`src/rtl/uart_tx_arbiter.sv`:
```
// rtl/uart_tx_arbiter.sv - round-robin arbiter sharing one uart_tx between NUM_REQ requesters
module uart_tx_arbiter #(
  parameter int NUM_REQ   = 4,
  parameter int MAX_BURST = 16,
  parameter int BUSY_TMO  = 4
) (
  input  logic                   clk,
  input  logic                   rst_n,
  input  logic [NUM_REQ-1:0]     req,
  input  logic [8*NUM_REQ-1:0]   req_data,
  input  logic [NUM_REQ-1:0]     req_last,
  output logic [NUM_REQ-1:0]     ack,
  output logic [NUM_REQ-1:0]     grant,
  output logic                   tx_start,
  output logic [7:0]             tx_data,
  input  logic                   tx_busy,
  output logic                   err
);

  localparam int IDX_W = (NUM_REQ > 1) ? $clog2(NUM_REQ) : 1;
  localparam logic [IDX_W-1:0] LAST_RST  = IDX_W'(NUM_REQ - 1);
  localparam logic [3:0]       TMO_LAST  = 4'(BUSY_TMO - 1);
  localparam logic [7:0]       BURST_CAP = 8'(MAX_BURST);
  localparam logic [NUM_REQ-1:0] ONE_HOT0 = NUM_REQ'(1);

  typedef enum logic [2:0] {
    ST_IDLE,
    ST_LAUNCH,
    ST_WAIT_BUSY,
    ST_WAIT_DONE,
    ST_RELEASE
  } state_t;

  state_t               state_q, state_d;
  logic [IDX_W-1:0]     idx_q, idx_d;
  logic [IDX_W-1:0]     last_q, last_d;
  logic [NUM_REQ-1:0]   grant_q, grant_d;
  logic [NUM_REQ-1:0]   ack_q, ack_d;
  logic                 tx_start_q, tx_start_d;
  logic [7:0]           tx_data_q, tx_data_d;
  logic                 err_q, err_d;
  logic                 lastflag_q, lastflag_d;
  logic [7:0]           burst_q, burst_d;
  logic [3:0]           tmo_q, tmo_d;

  logic                 pick_valid;
  logic [IDX_W-1:0]     pick_idx;

  // Search upward from the previous owner so every requester gets a turn.
  always_comb begin : rr_pick
    int cand;
    cand       = 0;
    pick_valid = 1'b0;
    pick_idx   = '0;
    for (int k = 1; k <= NUM_REQ; k++) begin
      cand = int'(last_q) + k;
      if (cand >= NUM_REQ) begin
        cand = cand - NUM_REQ;
      end
      if (!pick_valid && req[cand[IDX_W-1:0]]) begin
        pick_valid = 1'b1;
        pick_idx   = cand[IDX_W-1:0];
      end
    end
  end

  always_comb begin
    state_d    = state_q;
    idx_d      = idx_q;
    last_d     = last_q;
    grant_d    = grant_q;
    ack_d      = '0;
    tx_start_d = 1'b0;
    tx_data_d  = tx_data_q;
    err_d      = err_q;
    lastflag_d = lastflag_q;
    burst_d    = burst_q;
    tmo_d      = tmo_q;

    case (state_q)
      ST_IDLE: begin
        grant_d = '0;
        if (pick_valid) begin
          idx_d   = pick_idx;
          grant_d = ONE_HOT0 << pick_idx;
          burst_d = '0;
          state_d = ST_LAUNCH;
        end
      end

      ST_LAUNCH: begin
        tx_start_d = 1'b1;
        tx_data_d  = req_data[{idx_q, 3'b000} +: 8];
        ack_d      = ONE_HOT0 << idx_q;
        lastflag_d = req_last[idx_q];
        burst_d    = burst_q + 8'd1;
        tmo_d      = '0;
        state_d    = ST_WAIT_BUSY;
      end

      ST_WAIT_BUSY: begin
        if (tx_busy) begin
          state_d = ST_WAIT_DONE;
        end else if (tmo_q == TMO_LAST) begin
          // The byte is abandoned; the owner loses its lock.
          err_d   = 1'b1;
          grant_d = '0;
          state_d = ST_RELEASE;
        end else begin
          tmo_d = tmo_q + 4'd1;
        end
      end

      ST_WAIT_DONE: begin
        if (!tx_busy) begin
          if (!lastflag_q && req[idx_q] && (burst_q < BURST_CAP)) begin
            state_d = ST_LAUNCH;
          end else begin
            grant_d = '0;
            state_d = ST_RELEASE;
          end
        end
      end

      ST_RELEASE: begin
        last_d  = idx_q;
        grant_d = '0;
        state_d = ST_IDLE;
      end

      default: begin
        grant_d = '0;
        state_d = ST_IDLE;
      end
    endcase
  end

  always_ff @(posedge clk) begin
    if (!rst_n) begin
      state_q    <= ST_IDLE;
      idx_q      <= '0;
      last_q     <= LAST_RST;
      grant_q    <= '0;
      ack_q      <= '0;
      tx_start_q <= 1'b0;
      tx_data_q  <= 8'h00;
      err_q      <= 1'b0;
      lastflag_q <= 1'b0;
      burst_q    <= '0;
      tmo_q      <= '0;
    end else begin
      state_q    <= state_d;
      idx_q      <= idx_d;
      last_q     <= last_d;
      grant_q    <= grant_d;
      ack_q      <= ack_d;
      tx_start_q <= tx_start_d;
      tx_data_q  <= tx_data_d;
      err_q      <= err_d;
      lastflag_q <= lastflag_d;
      burst_q    <= burst_d;
      tmo_q      <= tmo_d;
    end
  end

  assign ack      = ack_q;
  assign grant    = grant_q;
  assign tx_start = tx_start_q;
  assign tx_data  = tx_data_q;
  assign err      = err_q;

endmodule

```
`config.mk`:
```
export PLATFORM = sky130hd
export DESIGN_NAME = uart_tx_arbiter
export DESIGN_NICKNAME = d
export VERILOG_FILES = /design/src/rtl/uart_tx_arbiter.sv
export SDC_FILE = /design/constraint.sdc
export NUM_CORES = 1
export LEC_CHECK = 0
export CAP_MARGIN = 30
export CORE_MARGIN = 1.5
export CORE_UTILIZATION = 50
export DETAILED_ROUTE_END_ITERATION = 6
export PLACE_DENSITY = 0.9
export REMOVE_ABC_BUFFERS = 1
export SLEW_MARGIN = 0
export SYNTH_ARGS = -nofsm -noshare
export SYNTH_HDL_FRONTEND = slang
export SYNTH_SLANG_ARGS = --single-unit
```
`constraint.sdc`:
```
create_clock -name clk -period 4.7 [get_ports clk]
set_input_delay 1.175 -clock clk [delete_from_list [all_inputs] [get_ports clk]]
set_output_delay 1.175 -clock clk [all_outputs]
set_load 0.03 [all_outputs]
```
==> out/results.txt, run 1 <==
grt total ovfl: 0
vias per inst: 5.581
synth top area cells: dfxtp_1, mux4_2, nand2_1, a21boi_0, xor2_1
GP Congestion: 0.7873
EDFF count, synth: 0
Die Footprint: 0.004359 mm²
syn_area_per_cell: 9.686 µm²
crit path DAT: 3.04 ns
Final Hold Viols: 0
hold path depth: 2
global-route wire length before repair: 7176 µm
number of cell rows: 22
Tmin final: 2.808 ns
most common library cells after synthesis: dfxtp_1, nand2_1, nor2_1
ANT cells: 0
Skew-Pair Late Insertion Delay: 0.28 ns
Pwr Density: 347.2 mW/mm²
Power Internal: 612.8 µW
core area: 0.003744 mm²
reg2reg end: ack[2]$_SDFF_PN0_
Placed Cells: 301
Comb pwr share: 32.9%
sequential share of power: 45.1%
number of distinct library cells after synthesis: 52
Pwr Total: 921.9 µW
share of layout cells above drive strength 1: 10.38%
maximum VDD drop: 263.9 µV
drt first pass iters: 4
CTS root buffer: clkbuf_8
WP data required: 4.93 ns
Synth top area share: 38.31%
#FFs+latches synth: 38
CP Max Fanout: 23
DR vias: 1719
hold buffer count at cts: 0
predominant post-synthesis flop cell: dfxtp_1
Leak: 0.0009474 µW
Routed WL: 4435 µm
maxcap violations: 0
Setup Buffers After CTS: 0
Post-Layout Cell Count: 308
Max Slew Vio Count: 0
setup violators final: 0
CTS Sinks: 38
Sw Share: 33.53%
Min-Delay Startpoint: tx_data[4]$_SDFFE_PN0P_
largest net degree at the start of global routing: 24
cell taking the most area after synthesis: dfxtp_1
vias in the first global route: 1606
Setup Total Neg Slack: 0 ns
Net Switching: 309.1 µW
Slew @ Worst Pin: 0.8357 ns
Horiz. Die Dim: 66.02 µm
Clock power frac: 21.9%
Peak Freq: 356.2 MHz
DP HPWL: 3274 µm
synth warn: 0
status: complete, no violations
Seq/Total Area, Yosys: 38.31%
initial antenna violation count: 0
Num CTS Buffers: 5
area grow syn2layout: 33.71%
Hold Crit Class: reg2reg
clock skew after layout: 0.002864 ns
GRT Total Usage: 21.66%
H-tree levels: 2
R2R cell count: 4
r2r setup slk: 2.48 ns
FFs w/ async S/R, synth: 0%
initial core utilization: 53.04%
CP Capture Type: flop
port buffer count: 60
initial DRC count: 72
max_slew headroom: 43.98%
Die Y: 66.02 µm
Worst Path Class, Setup: in2reg
Fill cells: 289
Post-Syn Area: 0.001986 mm²
RSZ-0062 raised after global routing: false
DRC: 0
Hold EP: tx_data[4]$_SDFFE_PN0P_
CTS resizes: 0
net count reported at finish: 305
Reg clk slew, reported paths: 0.06 ns
ANT nets after route: 0
reg2reg start: state_q[0]$_SDFFE_PN0P_
CTS tree: yes
Final period util: 59.74%
Cells after Synth: 205
crit start category: input port
Ports: 61
most frequent cell after synthesis: dfxtp_1
Routed WL per cell: 14.40 µm
Bufs on Longest Clock Path: 2
## logic make-up after synthesis
logic type	Yosys count	synth area share [%]
AND/OR/NAND/NOR	87	23.76
XOR/XNOR	6	2.646
multiplexers	14	13.61
AO/OA/AOI/OAI	43	16.45
buffers and inverters	15	3.969
adder cells (fa/ha/maj)	2	1.260
flip-flops	38	38.31
## power groups by stage
| stage | Sequential [µW] | Clock, µW | Combinational, µW |
|---|---|---|---|
| final | 416 | 202 | 304 |
| after CTS | 417 | 209 | 306 |
| after global routing | 425 | 225 | 329 |
| after global placement | 422 | 0 | 298 |
| after detailed placement | 424 | 0 | 304 |
| after floorplan | 449 | 0 | 156 |
## sequential cells by signal (all words and copies together) (netlist names)
name        flops
idx_q           2
last_q          2
tmo_q           4
tx_data         8
lastflag_q      1
state_q         3
burst_q         8
ack             4
tx_start        1
err             1
grant           4
## worst max-delay path, cell delays in order
cell             delay [ns]
clkdlybuf4s50_1        0.90
nor2b_1                0.33
nand3_1                0.12
o22ai_1                0.31
a22o_1                 0.19
## stage by stage
| step | setup WS, ns | utilization (%) | hold slack [ns] | instance area, µm² |
|---|---|---|---|---|
| global route | 1.733 | 70.92 | 0.4908 | 2655 |
| global placement | 1.667 | 68.88 | 0.4402 | 2579 |
| detailed placement | 1.589 | 68.88 | 0.4570 | 2579 |
| CTS | 1.886 | 70.92 | 0.4633 | 2655 |
| finish | 1.892 | 70.92 | 0.4660 | 2655 |
| floorplan | 2.245 | - | 0.4435 | 1918 |
## layout by cell type, fill, tap and decap left out, types with 4 or more instances in the layout
cell type	netlist	layout
clkdlybuf4s50_1	0	60
dfxtp_1	38	38
nand2_1	30	30
nor2_1	13	13
a21boi_0	10	10
mux4_2	9	9
a21oi_1	7	7
nand2b_1	6	6
nor2b_1	6	6
xor2_1	6	6
nand3_1	5	5
a31oi_1	5	5
clkbuf_8	0	5
nor3_1	4	4
## final cells by class
class,count,area (µm²),share of cell area [%]
Multi-Input combinational cell,152,1146,43.17
Sequential cell,38,760.7,28.65
Timing Repair Buffer,60,600.6,22.62
Clock buffer,7,76.32,2.875
Tap cell,48,60.06,2.262
Inverter,3,11.26,0.4241
## per-layer routing
layer | share of wire, % | global-route usage (%) | wire (µm) | vias to the layer above
li1 | - | - | - | 858
met1 | 42 | 26.11 | 1869 | 812
met2 | 51 | 37.25 | 2242 | 43
met3 | 5.8 | 6.644 | 256 | 6
met4 | 1.5 | 6.122 | 67 | 0
met5 | 0 | 0 | 0 | -
## how the worst max path moves through the flow
stage | startpoint | to | cells after the start
2_1_floorplan | req[1] | burst_q[3]$_SDFFE_PN0P_ | 4
3_3_place_gp | req[1] | burst_q[5]$_SDFFE_PN0P_ | 5
3_5_place_dp | rst_n | grant[1]$_SDFFE_PN0P_ | 5
4_1_cts | rst_n | grant[1]$_SDFFE_PN0P_ | 5
5_1_grt | rst_n | grant[1]$_SDFFE_PN0P_ | 5
6_report | rst_n | grant[1]$_SDFFE_PN0P_ | 5
Note: power is estimated with default switching activity, not from simulation.
==> run 2: changes to the inputs <==
--- a/config.mk
+++ b/config.mk
@@ -7,9 +7,9 @@
 export LEC_CHECK = 0
 export CAP_MARGIN = 30
 export CORE_MARGIN = 1.5
-export CORE_UTILIZATION = 50
+export CORE_UTILIZATION = 42
 export DETAILED_ROUTE_END_ITERATION = 6
-export PLACE_DENSITY = 0.9
+export PLACE_DENSITY = 0.81
 export REMOVE_ABC_BUFFERS = 1
 export SLEW_MARGIN = 0
 export SYNTH_ARGS = -nofsm -noshare
==> constraint.sdc (replaced) <==
create_clock -name clk -period 2.3 [get_ports clk]
set_input_delay 0.575 -clock clk [delete_from_list [all_inputs] [get_ports clk]]
set_output_delay 0.575 -clock clk [all_outputs]
set_load 0.03 [all_outputs]
==> run 2 against run 1 <==
  * Register-to-register slack worse by 2.0 ns
  * Count of clock-buffer cells in the layout fell by 2
  * Core utilization fell by 9.0 points
  * Wire length grew 2.1%
  * Clock power increased to 2.7 times the previous value
  * Combinational power grew 130%
  * First-iteration DRC count is 13% higher
  * Total power up 120%
  * Largest cell class unchanged
==> out/results.txt, run 2 (same netlist as run 1, synthesis figures left out) <==
status: complete, no violations
CTS resizes: 0
Net Switching: 665.5 µW
CP Capture Type: flop
largest net degree at the start of global routing: 22
Final Hold Viols: 0
DP HPWL: 3405 µm
sequential share of power: 39.0%
number of cell rows: 24
Clock power frac: 27.1%
Comb pwr share: 33.9%
maxcap violations: 0
Routed WL: 4530 µm
Die Y: 71.76 µm
maximum VDD drop: 399.7 µV
CP Max Fanout: 10
worst hold slack: 0.4540 ns
CTS Sinks: 38
clock skew after layout: 0.008001 ns
GP Congestion: 0.7629
Sw Share: 32.47%
setup violators final: 0
initial DRC count: 81
grt total ovfl: 0
Fill cells: 379
ANT nets after route: 0
CTS root buffer: clkbuf_8
Routed WL per cell: 14.11 µm
Hold Crit Class: reg2reg
Cell Chain, Critical Path: clkdlybuf4s50_1, or4_1, buf_4, o2111ai_2, xor2_1, nor2_1
CP max-delay cell: or4_1
core area: 0.004444 mm²
Die Footprint: 0.005150 mm²
Power Internal: 1384 µW
vias per inst: 5.498
CTS tree: yes
DR vias: 1765
Max Slew Vio Count: 0
ANT cells: 0
initial core utilization: 44.68%
Place WS: -0.01169 ns
most frequent cells in the layout: clkdlybuf4s50_1, dfxtp_1, nand2_1
Leak: 0.001006 µW
H-tree levels: 2
commonest non-fill, non-tap cell in the layout: clkdlybuf4s50_1
crit path DAT: 2.17 ns
Pwr Total: 2050 µW
port buffer count: 60
global-route wire length before repair: 7693 µm
area grow syn2layout: 38.63%
WP data required: 2.48 ns
crit start category: input port
vias in the first global route: 1681
Num CTS Buffers: 5
setup ws final: 0.3036 ns
Worst Path Class, Setup: in2reg
Final Util: 61.94%
hold buffer count at cts: 0
Final period util: 86.80%
Setup Buffers After CTS: 0
Skew-Pair Late Insertion Delay: 0.29 ns
GRT Total Usage: 18.84%
Reg clk slew, reported paths: 0.07 ns
RSZ-0062 raised after global routing: false
largest stage delay on the critical path: 0.51 ns
Bufs on Longest Clock Path: 2
drt first pass iters: 6
DRC: 0
Tmin final: 1.996 ns
share of layout cells above drive strength 1: 14.13%
Horiz. Die Dim: 71.76 µm
max_slew headroom: 65.93%
Peak Freq: 500.9 MHz
Slew @ Worst Pin: 0.5111 ns
net count reported at finish: 313
initial antenna violation count: 0
Pwr Density: 744.6 mW/mm²
Ports: 61
run 2: cell count changes in the layout (fill, tap and decap cells not counted):
cell	previous run	this run
clkbuf_1	2	0
clkinv_2	0	2
bufinv_16	0	1
buf_4	0	8
run 2: worst max-delay path: cells and delay by family:
family	cells	cell delay [ns]
AO/OA/AOI/OAI	1	0.20
AND/OR/NAND/NOR	2	0.56
XOR/XNOR	1	0.19
buffers and inverters	2	0.64
run 2: metal layers:
metal / up-vias / GRT usage, % / wire [µm]
li1: 870 / - / -
met1: 832 / 22.25 / 1817
met2: 53 / 32.10 / 2307
met3: 10 / 6.610 / 332
met4: 0 / 5.870 / 74
met5: - / 0 / 0
run 2: worst paths after layout:
check / from / end / slack [ns] / cells past startpoint
max reg2reg: tmo_q[0]$_SDFFE_PN0P_ / grant[1]$_SDFFE_PN0P_ / 0.44 / 5
max: req[0] / burst_q[4]$_SDFFE_PN0P_ / 0.30 / 6
min reg2reg: tx_data[4]$_SDFFE_PN0P_ / tx_data[4]$_SDFFE_PN0P_ / 0.45 / 2
min: tx_data[4]$_SDFFE_PN0P_ / tx_data[4]$_SDFFE_PN0P_ / 0.45 / 2
run 2: cell type report:
class | count | area, µm² | area share [%]
Tap cell | 52 | 65.06 | 2.364
Inverter | 3 | 11.26 | 0.4091
Clock inverter | 3 | 40.04 | 1.455
Multi-Input combinational cell | 152 | 1146 | 41.64
Sequential cell | 38 | 760.7 | 27.64
Timing Repair Buffer | 68 | 660.6 | 24.00
Clock buffer | 5 | 68.82 | 2.500
run 2: through the flow:
| step | TNS (ns) | instance area [µm²] | instances |
|---|---|---|---|
| floorplan | 0 | 1918 | 193 |
| global placement | 0 | 2644 | 313 |
| detailed placement | -0.01640 | 2644 | 313 |
| CTS | 0 | 2753 | 321 |
| global route | 0 | 2753 | 321 |
| finish | 0 | 2753 | 321 |
run 2: power by group through the flow:
| stage | Clock, µW | Combinational (µW) | Sequential, µW |
|---|---|---|---|
| 4_1_cts | 566 | 699 | 800 |
| 5_1_grt | 601 | 754 | 812 |
| 3_3_place_gp | 0 | 688 | 812 |
| 3_5_place_dp | 0 | 696 | 814 |
| 2_1_floorplan | 0 | 318 | 918 |
| 6_report | 555 | 695 | 799 |
==> run 3: changes to the inputs <==
--- a/config.mk
+++ b/config.mk
@@ -7,9 +7,9 @@
 export LEC_CHECK = 0
 export CAP_MARGIN = 30
 export CORE_MARGIN = 1.5
-export CORE_UTILIZATION = 42
+export CORE_UTILIZATION = 40
 export DETAILED_ROUTE_END_ITERATION = 6
-export PLACE_DENSITY = 0.81
+export PLACE_DENSITY = 0.78
 export REMOVE_ABC_BUFFERS = 1
 export SLEW_MARGIN = 0
 export SYNTH_ARGS = -nofsm -noshare
==> run 3 against run 2 <==
  * Fmax decreased by 3.3%
  * Critical path depth did not move
  * Worst hold slack about the same
==> out/results.txt, run 3 (same netlist as run 1, synthesis figures left out) <==
status: complete, no violations
Pwr Total: 2044 µW
core area: 0.004755 mm²
initial antenna violation count: 0
CP max-delay cell: mux4_1
CTS Sinks: 38
Post-Layout Cell Count: 335
Final Hold Viols: 0
largest stage delay on the critical path: 0.52 ns
vias in the first global route: 1591
initial DRC count: 79
Min-Delay Startpoint: tx_data[4]$_SDFFE_PN0P_
Peak Freq: 484.3 MHz
Cell Chain, Critical Path: clkdlybuf4s50_1, buf_4, mux4_1, nand3_1, o22ai_1, a22o_1
global-route wire length before repair: 7300 µm
Die Footprint: 0.005396 mm²
H-tree levels: 2
port buffer count: 60
Setup crit start: req[1]
max_slew headroom: 68.86%
Final Util: 58.08%
Fill cells: 433
Die Y: 73.46 µm
Worst Path Class, Setup: in2reg
Num CTS Buffers: 5
GP Congestion: 0.7912
Hold Crit Class: reg2reg
Reg clk slew, reported paths: 0.07 ns
Slew @ Worst Pin: 0.4664 ns
ANT cells: 0
Pwr Density: 740.1 mW/mm²
maximum VDD drop: 487.8 µV
share of layout cells above drive strength 1: 13.06%
Max Slew Vio Count: 0
commonest non-fill, non-tap cell in the layout: clkdlybuf4s50_1
ANT nets after route: 0
crit path DAT: 2.25 ns
Placed Cells: 327
DRC: 0
Horiz. Die Dim: 73.46 µm
Ports: 61
Skew-Pair Late Insertion Delay: 0.29 ns
largest net degree at the start of global routing: 22
DR vias: 1715
reg2reg start: tmo_q[0]$_SDFFE_PN0P_
Routed WL per cell: 13.57 µm
CTS resizes: 0
DP HPWL: 3363 µm
hold buffer count at cts: 0
Setup Buffers After CTS: 0
drt first pass iters: 4
clock skew after layout: 0.004094 ns
Leak: 0.0009962 µW
CP Max Fanout: 4
most frequent cells in the layout: clkdlybuf4s50_1, dfxtp_1, nand2_1
GRT Total Usage: 17.42%
net count reported at finish: 312
area grow syn2layout: 39.07%
CP Capture Type: flop
RSZ-0062 raised after global routing: false
Bufs on Longest Clock Path: 2
maxcap violations: 0
number of cell rows: 25
Routed WL: 4546 µm
Tmin final: 2.065 ns
CTS root buffer: clkbuf_8
crit start category: input port
Final period util: 89.78%
vias per inst: 5.119
initial core utilization: 41.76%
grt total ovfl: 0
WP data required: 2.48 ns
CTS tree: yes
setup violators final: 0
run 3: cell count changes in the layout (fill, tap and decap cells not counted), sizes merged:
cell / delta
buf: -1
clkbuf: +2
clkinv: -2
run 3: metal layers:
layer / wire, µm / track usage [%] / up-vias
met2: 2281 / 27.53 / 35
li1: - / - / 867
met3: 207 / 3.841 / 8
met1: 1999 / 23.40 / 805
met4: 57 / 6.173 / 0
met5: 0 / 0 / -
run 3: worst max-delay path, delay by kind of cell:
family / cells / cell delay [ns]
AOI/OAI and AO/OA: 2 / 0.43
muxes: 1 / 0.52
buffers and inverters: 2 / 0.56
and+or+nand+nor: 1 / 0.15
run 3: worst paths after layout:
path	depth (start not counted)	end	slack (ns)
max	6	grant[1]$_SDFFE_PN0P_	0.23
min	2	tx_data[4]$_SDFFE_PN0P_	0.45
max reg2reg	5	grant[1]$_SDFFE_PN0P_	0.43
min reg2reg	2	tx_data[4]$_SDFFE_PN0P_	0.45
run 3: final cells by class:
cell class | instances | area (µm²) | area share [%]
clock buffers | 7 | 76.32 | 2.764
clock inverters | 1 | 30.03 | 1.087
inverters | 3 | 11.26 | 0.4078
flip-flops and latches | 38 | 760.7 | 27.55
well taps | 67 | 83.83 | 3.036
repair buffers | 67 | 653.1 | 23.65
multi-input cells | 152 | 1146 | 41.50
run 3: power by group:
group / leakage (µW) / internal (µW) / switching [µW] / total [µW]
clock network: 0.0000524 / 324 / 221 / 545
logic: 0.000635 / 335 / 363 / 698
registers: 0.000309 / 729 / 71.7 / 800
total: 0.000996 / 1390 / 656 / 2040
run 3: metrics by stage:
stage	setup TNS (ns)	hold slack (ns)	setup WS, ns	instance area, µm²
finish	0	0.4536	0.2350	2761
global route	0	0.4837	0.1514	2761
global placement	-0.04993	0.4432	-0.04103	2655
floorplan	0	0.4435	0.4450	1918
CTS	0	0.4578	0.2443	2761
detailed placement	-0.07915	0.4472	-0.04808	2655
